<file path="config.mk">
export PLATFORM = sky130hd
export DESIGN_NAME = dphy_hs_lane_ctrl
export DESIGN_NICKNAME = d
export VERILOG_FILES = /design/src/rtl/csi2_rx_pkg.sv /design/src/rtl/sync_byte_finder.sv /design/src/rtl/dphy_hs_lane_ctrl.sv
export SDC_FILE = /design/constraint.sdc
export NUM_CORES = 1
export LEC_CHECK = 0
export CELL_PAD_IN_SITES_DETAIL_PLACEMENT = 1
export CELL_PAD_IN_SITES_GLOBAL_PLACEMENT = 1
export CORE_UTILIZATION = 40
export DETAILED_ROUTE_END_ITERATION = 8
export HOLD_SLACK_MARGIN = 0.08
export PLACE_DENSITY_LB_ADDON = 0.1
export SYNTH_ARGS = -nofsm -noshare
export SYNTH_HDL_FRONTEND = slang
export SYNTH_SLANG_ARGS = --single-unit
</file>
<file path="constraint.sdc">
create_clock -name byte_clk_i -period 3.2 [get_ports byte_clk_i]
set_input_delay 0.8 -clock byte_clk_i [delete_from_list [all_inputs] [get_ports byte_clk_i]]
set_output_delay 0.8 -clock byte_clk_i [all_outputs]
set_load 0.03 [all_outputs]
</file>
<file path="src/rtl/csi2_rx_pkg.sv">
// Shared CSI-2 receive types: LP line states, HS lane sequencer states and the default
// HS sync byte.
package csi2_rx_pkg;

   typedef enum logic [1:0] {
      LP00 = 2'b00,
      LP01 = 2'b01,
      LP10 = 2'b10,
      LP11 = 2'b11
   } lp_state_t;

   typedef enum logic [2:0] {
      StWaitStop,
      StIdle,
      StHsRqst,
      StSettle,
      StSearch,
      StHsRx
   } hs_ctrl_state_t;

   localparam logic [7:0] SYNC_BYTE = 8'hB8;

endpackage

</file>
<file path="src/rtl/sync_byte_finder.sv">
// Combinational search for the HS sync byte at any of 8 bit offsets in a 16-bit window;
// window[15] is the oldest bit and the lowest matching offset wins.
module sync_byte_finder (
   input  logic [15:0] window,
   input  logic [7:0]  pattern,
   output logic        match,
   output logic [2:0]  offset
);

   always_comb begin
      match  = 1'b0;
      offset = 3'd0;
      // Descending scan so the lowest matching offset is the one left standing.
      for (int k = 7; k >= 0; k--) begin
         if (8'(window >> (8 - k)) == pattern) begin
            match  = 1'b1;
            offset = 3'(k);
         end
      end
   end

endmodule

</file>
<file path="src/rtl/dphy_hs_lane_ctrl.sv">
// D-PHY HS receive lane sequencer: detects LP-11/01/00 start of transmission, waits out
// HS settle, locks onto the sync byte and emits byte-aligned payload with sot/eot markers.
module dphy_hs_lane_ctrl
   import csi2_rx_pkg::*;
#(
   parameter int unsigned SETTLE_CYCLES = 6,
   parameter int unsigned SYNC_TIMEOUT  = 32,
   parameter logic [7:0]  SYNC_PATTERN  = SYNC_BYTE
) (
   input  logic       byte_clk_i,
   input  logic       rst_i,
   input  logic       lp_data_p_i,
   input  logic       lp_data_n_i,
   input  logic [7:0] byte_data_i,
   output logic       hs_enable_o,
   output logic [7:0] data_o,
   output logic       valid_o,
   output logic       sot_o,
   output logic       eot_o,
   output logic       err_sot_o
);

   logic           p_meta, p_sync, n_meta, n_sync;
   lp_state_t      lp;
   logic [7:0]     r1, r2;
   logic [15:0]    win;
   logic           match;
   logic [2:0]     match_offset;
   hs_ctrl_state_t state, state_next;
   logic [7:0]     cnt, cnt_next;
   logic [2:0]     k, k_next;
   logic           hs_en_next, valid_next, sot_next, eot_next, err_next;
   logic [7:0]     data_next;

   assign lp  = lp_state_t'({p_sync, n_sync});
   assign win = {r2, r1};

   sync_byte_finder u_finder (
      .window  (win),
      .pattern (SYNC_PATTERN),
      .match   (match),
      .offset  (match_offset)
   );

   always_comb begin
      state_next = state;
      cnt_next   = cnt;
      k_next     = k;
      hs_en_next = hs_enable_o;
      valid_next = 1'b0;
      data_next  = data_o;
      eot_next   = 1'b0;
      err_next   = 1'b0;
      unique case (state)
         StWaitStop: begin
            if (lp == LP11) state_next = StIdle;
         end
         StIdle: begin
            if (lp == LP01) state_next = StHsRqst;
            else if (lp == LP10) state_next = StWaitStop;
         end
         StHsRqst: begin
            if (lp == LP00) begin
               state_next = StSettle;
               cnt_next   = 8'd0;
               hs_en_next = 1'b1;
            end else if (lp == LP11) begin
               state_next = StIdle;
            end else if (lp == LP10) begin
               state_next = StWaitStop;
            end
         end
         StSettle: begin
            if (lp == LP11) begin
               state_next = StIdle;
               hs_en_next = 1'b0;
            end else if (cnt == 8'(SETTLE_CYCLES - 1)) begin
               state_next = StSearch;
               cnt_next   = 8'd0;
            end else begin
               cnt_next = cnt + 8'd1;
            end
         end
         StSearch: begin
            // Stop state outranks a match or a timeout in the same cycle.
            if (lp == LP11) begin
               state_next = StIdle;
               hs_en_next = 1'b0;
            end else if (match) begin
               state_next = StHsRx;
               k_next     = match_offset;
            end else if (cnt == 8'(SYNC_TIMEOUT - 1)) begin
               state_next = StWaitStop;
               hs_en_next = 1'b0;
               err_next   = 1'b1;
               cnt_next   = 8'd0;
            end else begin
               cnt_next = cnt + 8'd1;
            end
         end
         StHsRx: begin
            if (lp == LP11) begin
               state_next = StIdle;
               hs_en_next = 1'b0;
               eot_next   = 1'b1;
            end else begin
               valid_next = 1'b1;
               data_next  = 8'(win >> (4'd8 - 4'(k)));
            end
         end
         default: state_next = StWaitStop;
      endcase
      // The first HS_RX cycle always follows a cycle with valid low.
      sot_next = valid_next & ~valid_o;
   end

   always_ff @(posedge byte_clk_i) begin
      if (rst_i) begin
         p_meta      <= 1'b0;
         p_sync      <= 1'b0;
         n_meta      <= 1'b0;
         n_sync      <= 1'b0;
         r1          <= 8'd0;
         r2          <= 8'd0;
         state       <= StWaitStop;
         cnt         <= 8'd0;
         k           <= 3'd0;
         hs_enable_o <= 1'b0;
         data_o      <= 8'd0;
         valid_o     <= 1'b0;
         sot_o       <= 1'b0;
         eot_o       <= 1'b0;
         err_sot_o   <= 1'b0;
      end else begin
         p_meta      <= lp_data_p_i;
         p_sync      <= p_meta;
         n_meta      <= lp_data_n_i;
         n_sync      <= n_meta;
         r1          <= byte_data_i;
         r2          <= r1;
         state       <= state_next;
         cnt         <= cnt_next;
         k           <= k_next;
         hs_enable_o <= hs_en_next;
         data_o      <= data_next;
         valid_o     <= valid_next;
         sot_o       <= sot_next;
         eot_o       <= eot_next;
         err_sot_o   <= err_next;
      end
   end

endmodule

</file>
==> reports/metrics.yaml, run 1 <==
logic_synthesis:
  synth_enable_flop_cells: 0
  syn_nets: 295
  postSynthCellCount: 280
  synth_top_area_share_pct: 33.8
  synthFlopType: "dfxtp_1"
  yosysTopAreaCell: "dfxtp_1"
  yosysWarningCount: 0
  ys_seq_area_share_pct: 33.8
  ys_ff_latch: 47
  yosysMostFrequentCell: "dfxtp_1"
  synthTopCellsByCount: "dfxtp_1, nor2b_1, a21oi_1"
  ys_types: 63
  synth.top_cells.by_area: "dfxtp_1, mux4_2, nor2b_1"
  syn_area_um2: 2780
  async_flop_share_pct: 0
  avgSynthCellArea_um2: 9.94
sta:
  rsz0062_at_grt: "false"
  clock.fmax_mhz: 438
  hold-worst-slack_ns: 0.419
  hold_viol: 0
  worstMarginPinSlew_ns: 0.590
  drv_slew: 0
  setup_viol: 0
  period_share_pct: 71.3
  fin_setup_tns_ns: 0
  period_minus_slack_ns: 2.28
  relSlewSlack_pct: 60.7
  finalClockSkew_ns: 0.00724
detailed_routing:
  wl_um: 6650
  post_drt_wl_per_cell_um: 17.6
  firstDrtPassIters: 4
  viasPerCell: 6.05
  ant_nets: 0
  vias: 2279
  drc: 0
  drt_iter0_markers: 184
grt:
  grt_overflow: 0
  grt_antenna_before_repair: 0
  first_global_vias: 2192
  grt_max_degree: 45
  grt.total_usage_pct: 19.8
  grt_pass1_wl_um: 11300
pwr:
  combPwrFrac_pct: 11.6
  power_mw: 1.18
  clockPowerShare_pct: 32.8
  p_per_area_nw_per_um2: 373
  seqPwrFrac_pct: 55.6
  p_int_mw: 0.841
  switching_power_mw: 0.338
  swShare_pct: 28.7
  p_leak_nw: 1.03
  peakVddDrop_v: 0.000150
floorplan:
  pin_count: 25
  die_area_um2: 7300
  rows: 30
  coreArea_um2: 6760
  die_w_um: 85.4
  start_util_pct: 41.2
  die_y_um: 85.4
clock_tree:
  cts_buffer_depth: 2
  cts_buffers: 5
  path_clk_slew_ns: 0.10
  hold_buffers: 0
  cts_tree: "built"
  insertion_delay_ns: 0.32
  cts.htree.levels: 2
  cts_resized: 0
  root_buffer: "clkbuf_8"
  cts.sinks: 47
  cts_setup_buffers: 0
setup_path:
  critPathKind: "flip-flop to flip-flop"
  worstSetupStartpointType: "flip-flop"
  endpoint_kind: "flip-flop"
  r2r_slack_ns: 0.92
  crit_arrival_ns: 2.48
  worstPathRequired_ns: 3.40
  cp_max_fo: 17
finish:
  fillers: 753
  finalNetCount: 311
  diodes: 0
  drive_above_1_share_pct: 16.8
  synthToLayoutAreaGrowth_pct: 13.5
flow_run:
  cap_violations: 0
placed_design:
  dp_hpwl_um: 4700
  gp_congestion: 0.806
  numPortBuffers: 24
worst_hold_path:
  hold_path.class: "flip-flop to flip-flop"
outcome:
  status: "completed"
-- critical path: stages (launching register included) --
cell	delay (ns)
dfxtp_1	0.36
inv_1	0.05
ha_1	0.66
mux4_2	0.58
mux2_2	0.28
o211ai_1	0.16
a21oi_1	0.08
-- sequential cells by signal (all words and copies together) (netlist names), 3 cells and up --
register and cells:
state 3, r1 8, k 3, cnt 8, data_o 8, r2 8
-- logic make-up (layout without fill, tap and decap cells) --
| kind of cell | after synthesis | in the layout | share of synthesized area [%] |
|---|---|---|---|
| fa+ha+maj | 3 | 3 | 1.35 |
| buf+inv | 25 | 42 | 3.91 |
| xor+xnor | 2 | 2 | 0.629 |
| compound gates | 75 | 75 | 21.3 |
| simple gates | 102 | 102 | 23.5 |
| flops | 47 | 47 | 33.8 |
| mux | 26 | 26 | 15.5 |
-- per-stage QoR --
stage	std cells	utilization, %	instance area [µm²]	setup WS, ns
after global placement	369	45.4	3070	0.964
after detailed placement	369	45.4	3070	0.923
after floorplan	280	-	2780	0.936
final	377	46.8	3160	0.917
after global routing	377	46.8	3160	0.801
after CTS	377	46.8	3160	0.902
-- path summary, 6_finish.rpt --
kind                    end    start  cells after the start
hold / removal        sot_o  valid_o                      1
hold reg to reg       sot_o  valid_o                      1
setup reg to reg  data_o[0]     k[0]                      6
setup / recovery  data_o[0]     k[0]                      6
-- final cells by class --
| class | count | area (µm²) | share of cell area [%] |
|---|---|---|---|
| clock inverter | 3 | 23.8 | 0.752 |
| multi-input combinational | 208 | 1730 | 54.9 |
| inverter | 6 | 22.5 | 0.713 |
| tap | 80 | 100 | 3.17 |
| clock buffer | 5 | 68.8 | 2.18 |
| sequential | 47 | 941 | 29.8 |
| timing repair buffer | 28 | 270 | 8.55 |
-- layer usage --
metal | track usage, % | wire length, µm
met5 | 0 | 0
met4 | 5.45 | 59
met1 | 28.1 | 3160
met2 | 30.9 | 3190
met3 | 3.50 | 240
-- power by group through the flow --
stage                     Clock [mW]  Combinational (mW)  Sequential [mW]
after floorplan                    0               0.123            0.638
after global placement             0               0.135            0.666
after detailed placement           0               0.138            0.670
after CTS                      0.398               0.138            0.656
after global routing           0.425               0.153            0.662
final                          0.387               0.136            0.656
-- cell usage in the layout, fill, tap and decap left out, drive strengths merged, types with 3 or more instances in the layout --
cell type,instances
nand2,18
mux2i,9
and4bb,8
and3,3
mux2,4
mux4,13
a32o,3
o211ai,9
buf,4
nand3,5
ha,3
nor2,14
a41oi,3
o22a,5
nor2b,21
nor4bb,5
a311oi,3
dfxtp,47
nand2b,3
inv,6
a211o,3
clkbuf,5
nor3,8
a22oi,3
a21oi,18
o21ai,14
clkdlybuf4s50,24
No activity file was read; power rests on OpenSTA's default activity.
==> run 2, diff against run 1 <==
clock period = 2.2 ns   (was 3.2 ns; I/O delays follow)
==> run 2 against run 1 <==
  * Design area up 3.1%
  * Clock power rose by 59%
  * Clock-buffer cell count rose by 1
  * Global-route usage decreased by 0.28 points
  * Final cell count increased by 2.4%
  * Clock skew increased by 0.0027 ns
  * Worst hold slack improved by 0.0038 ns
  * Critical path type unchanged
  * Critical endpoint is now cnt[1]
  * Highest routed layer unchanged
==> reports/metrics.yaml, run 2 (synthesis gave the netlist of run 1 again) <==
pwr:
  power_mw: 1.79  # +51%
  p_per_area_nw_per_um2: 548  # +47%
  p_leak_nw: 1.10  # +6.6%
  swShare_pct: 24.7  # -3.9 points
  peakVddDrop_v: 0.000252  # +68%
  clockPowerShare_pct: 34.6  # +1.8 points
  switching_power_mw: 0.442  # +31%
  seqPwrFrac_pct: 52.1  # -3.5 points
  combPwrFrac_pct: 13.4  # +1.8 points
  p_int_mw: 1.34  # +60%
placed_design:
  numPortBuffers: 24  # unchanged
  dp_cells: 379  # +2.7%
  dp_hpwl_um: 4740  # +0.88%
  gp_congestion: 0.779  # -3.4%
finish:
  synthToLayoutAreaGrowth_pct: 17.0
  final_cell_mix: "dfxtp_1, clkdlybuf4s50_1, nor2b_1, a21oi_1, nand2_1"
  drive_above_1_share_pct: 19.0  # +2.1 points
  mostFrequentLayoutCell: "dfxtp_1"
  finalNetCount: 321  # +3.2%
  finalNonFillerCells: 386  # +2.4%
  diodes: 0  # unchanged
clock_tree:
  path_clk_slew_ns: 0.09  # about the same
  cts.sinks: 47  # unchanged
  cts_buffers: 5  # unchanged
  root_buffer: "clkbuf_8"
  cts_setup_buffers: 0  # unchanged
  cts_buffer_depth: 2  # unchanged
  cts_tree: "built"
  hold_buffers: 0  # unchanged
  insertion_delay_ns: 0.30  # -0.02 ns
  cts.htree.levels: 2  # unchanged
  cts_resized: 0  # unchanged
sta:
  period_share_pct: 93.8  # +22 points
  setup_viol: 0  # unchanged
  rsz0062_at_grt: "false"
  clock.fmax_mhz: 485  # +11%
  worstMarginPinSlew_ns: 0.513  # -0.0762 ns
  hold_viol: 0  # unchanged
  finalClockSkew_ns: 0.00998  # +0.00274 ns
  hold-worst-slack_ns: 0.423  # +0.00377 ns
  fin_setup_tns_ns: 0  # unchanged
  relSlewSlack_pct: 65.3  # +4.6 points
  period_minus_slack_ns: 2.06  # -0.220 ns
  drv_slew: 0  # unchanged
setup_path:
  r2r_slack_ns: 0.14  # -0.78 ns
  cp_max_fo: 10  # -7
  crit_arrival_ns: 2.30  # -0.18 ns
  rr_startpoint: "r2[1]"
  ff2ff_path_depth: 5  # -1
  worstPathRequired_ns: 2.43  # -0.97 ns
  critPathKind: "flip-flop to flip-flop"
  r2r_end: "cnt[1]"
  worstSetupStartpointType: "flip-flop"
  endpoint_kind: "flip-flop"
  critPathLaunch: "r2[1]"
detailed_routing:
  drt_iter0_markers: 116  # -37%
  post_drt_wl_per_cell_um: 17.0  # -3.4%
  ant_nets: 0  # unchanged
  vias: 2285  # +0.26%
  wl_um: 6580  # -1.1%
  viasPerCell: 5.92  # -2.1%
  firstDrtPassIters: 5  # +1
  drc: 0  # unchanged
floorplan:
  pin_count: 25  # unchanged
  die_w_um: 85.4  # unchanged
  die_y_um: 85.4  # unchanged
  start_util_pct: 41.2  # unchanged
  rows: 30  # unchanged
  coreArea_um2: 6760  # unchanged
  die_area_um2: 7300  # unchanged
flow_run:
  cap_violations: 0  # unchanged
grt:
  grt_pass1_wl_um: 11300  # -0.12%
  grt_overflow: 0  # unchanged
  grt_antenna_before_repair: 0  # unchanged
  first_global_vias: 2298  # +4.8%
  grt_max_degree: 41  # -8.9%
  grt.total_usage_pct: 19.5  # -0.28 points
worst_hold_path:
  hold_end: "sot_o"
  hold_depth: 1  # unchanged
  hold_path.class: "flip-flop to flip-flop"
  min_from: "valid_o"
outcome:
  status: "completed"
run 2: final cells by class:
class | instances | area [µm²]
flip-flops and latches | 47 | 941
clock inverters | 1 | 30.0
repair buffers | 38 | 358
well taps | 80 | 100
fillers | 769 | 3500
clock buffers | 6 | 72.6
inverters | 6 | 22.5
multi-input cells | 208 | 1730
run 2: metrics by stage:
stage | setup WS (ns) | utilization [%] | area (µm²)
floorplan | 0.0711 | - | 2790
global placement | 0.176 | 46.7 | 3160
detailed placement | 0.139 | 46.7 | 3160
CTS | 0.120 | 48.2 | 3260
global route | 0.0485 | 48.2 | 3260
finish | 0.137 | 48.2 | 3260
run 2: metal layers:
layer  vias to the layer above  GRT usage, %  part of all wire [%]  routed length (µm)
li1                       1124             -                     -                   -
met2                        35          32.8                    47                3080
met1                      1120          25.9                    50                3280
met3                         6          3.60                   2.4                 158
met4                         0          4.70                  0.85                  56
met5                         -             0                     0                   0
run 2: how the worst max path moves through the flow:
| stage | cells after the start | endpoint | slack [ns] |
|---|---|---|---|
| final | 5 | cnt[1] | 0.14 |
| after global routing | 5 | cnt[4] | 0.05 |
| after CTS | 5 | cnt[1] | 0.12 |
| after detailed placement | 4 | cnt[4] | 0.14 |
| after global placement | 5 | cnt[6] | 0.18 |
| after floorplan | 9 | data_o[3] | 0.07 |
run 2: critical path: stages (launching register included):
cell	delay [ns]
dfxtp_1	0.51
and4bb_2	0.31
o21ai_4	0.24
a41oi_4	0.23
or4b_1	0.54
a21oi_1	0.15
run 2: power groups by stage:
stage | combinational, mW | clock [mW] | sequential (mW)
after floorplan | 0.179 | 0 | 0.928
after global placement | 0.237 | 0 | 0.948
after detailed placement | 0.242 | 0 | 0.948
after CTS | 0.243 | 0.645 | 0.929
after global routing | 0.267 | 0.673 | 0.936
final | 0.239 | 0.617 | 0.930
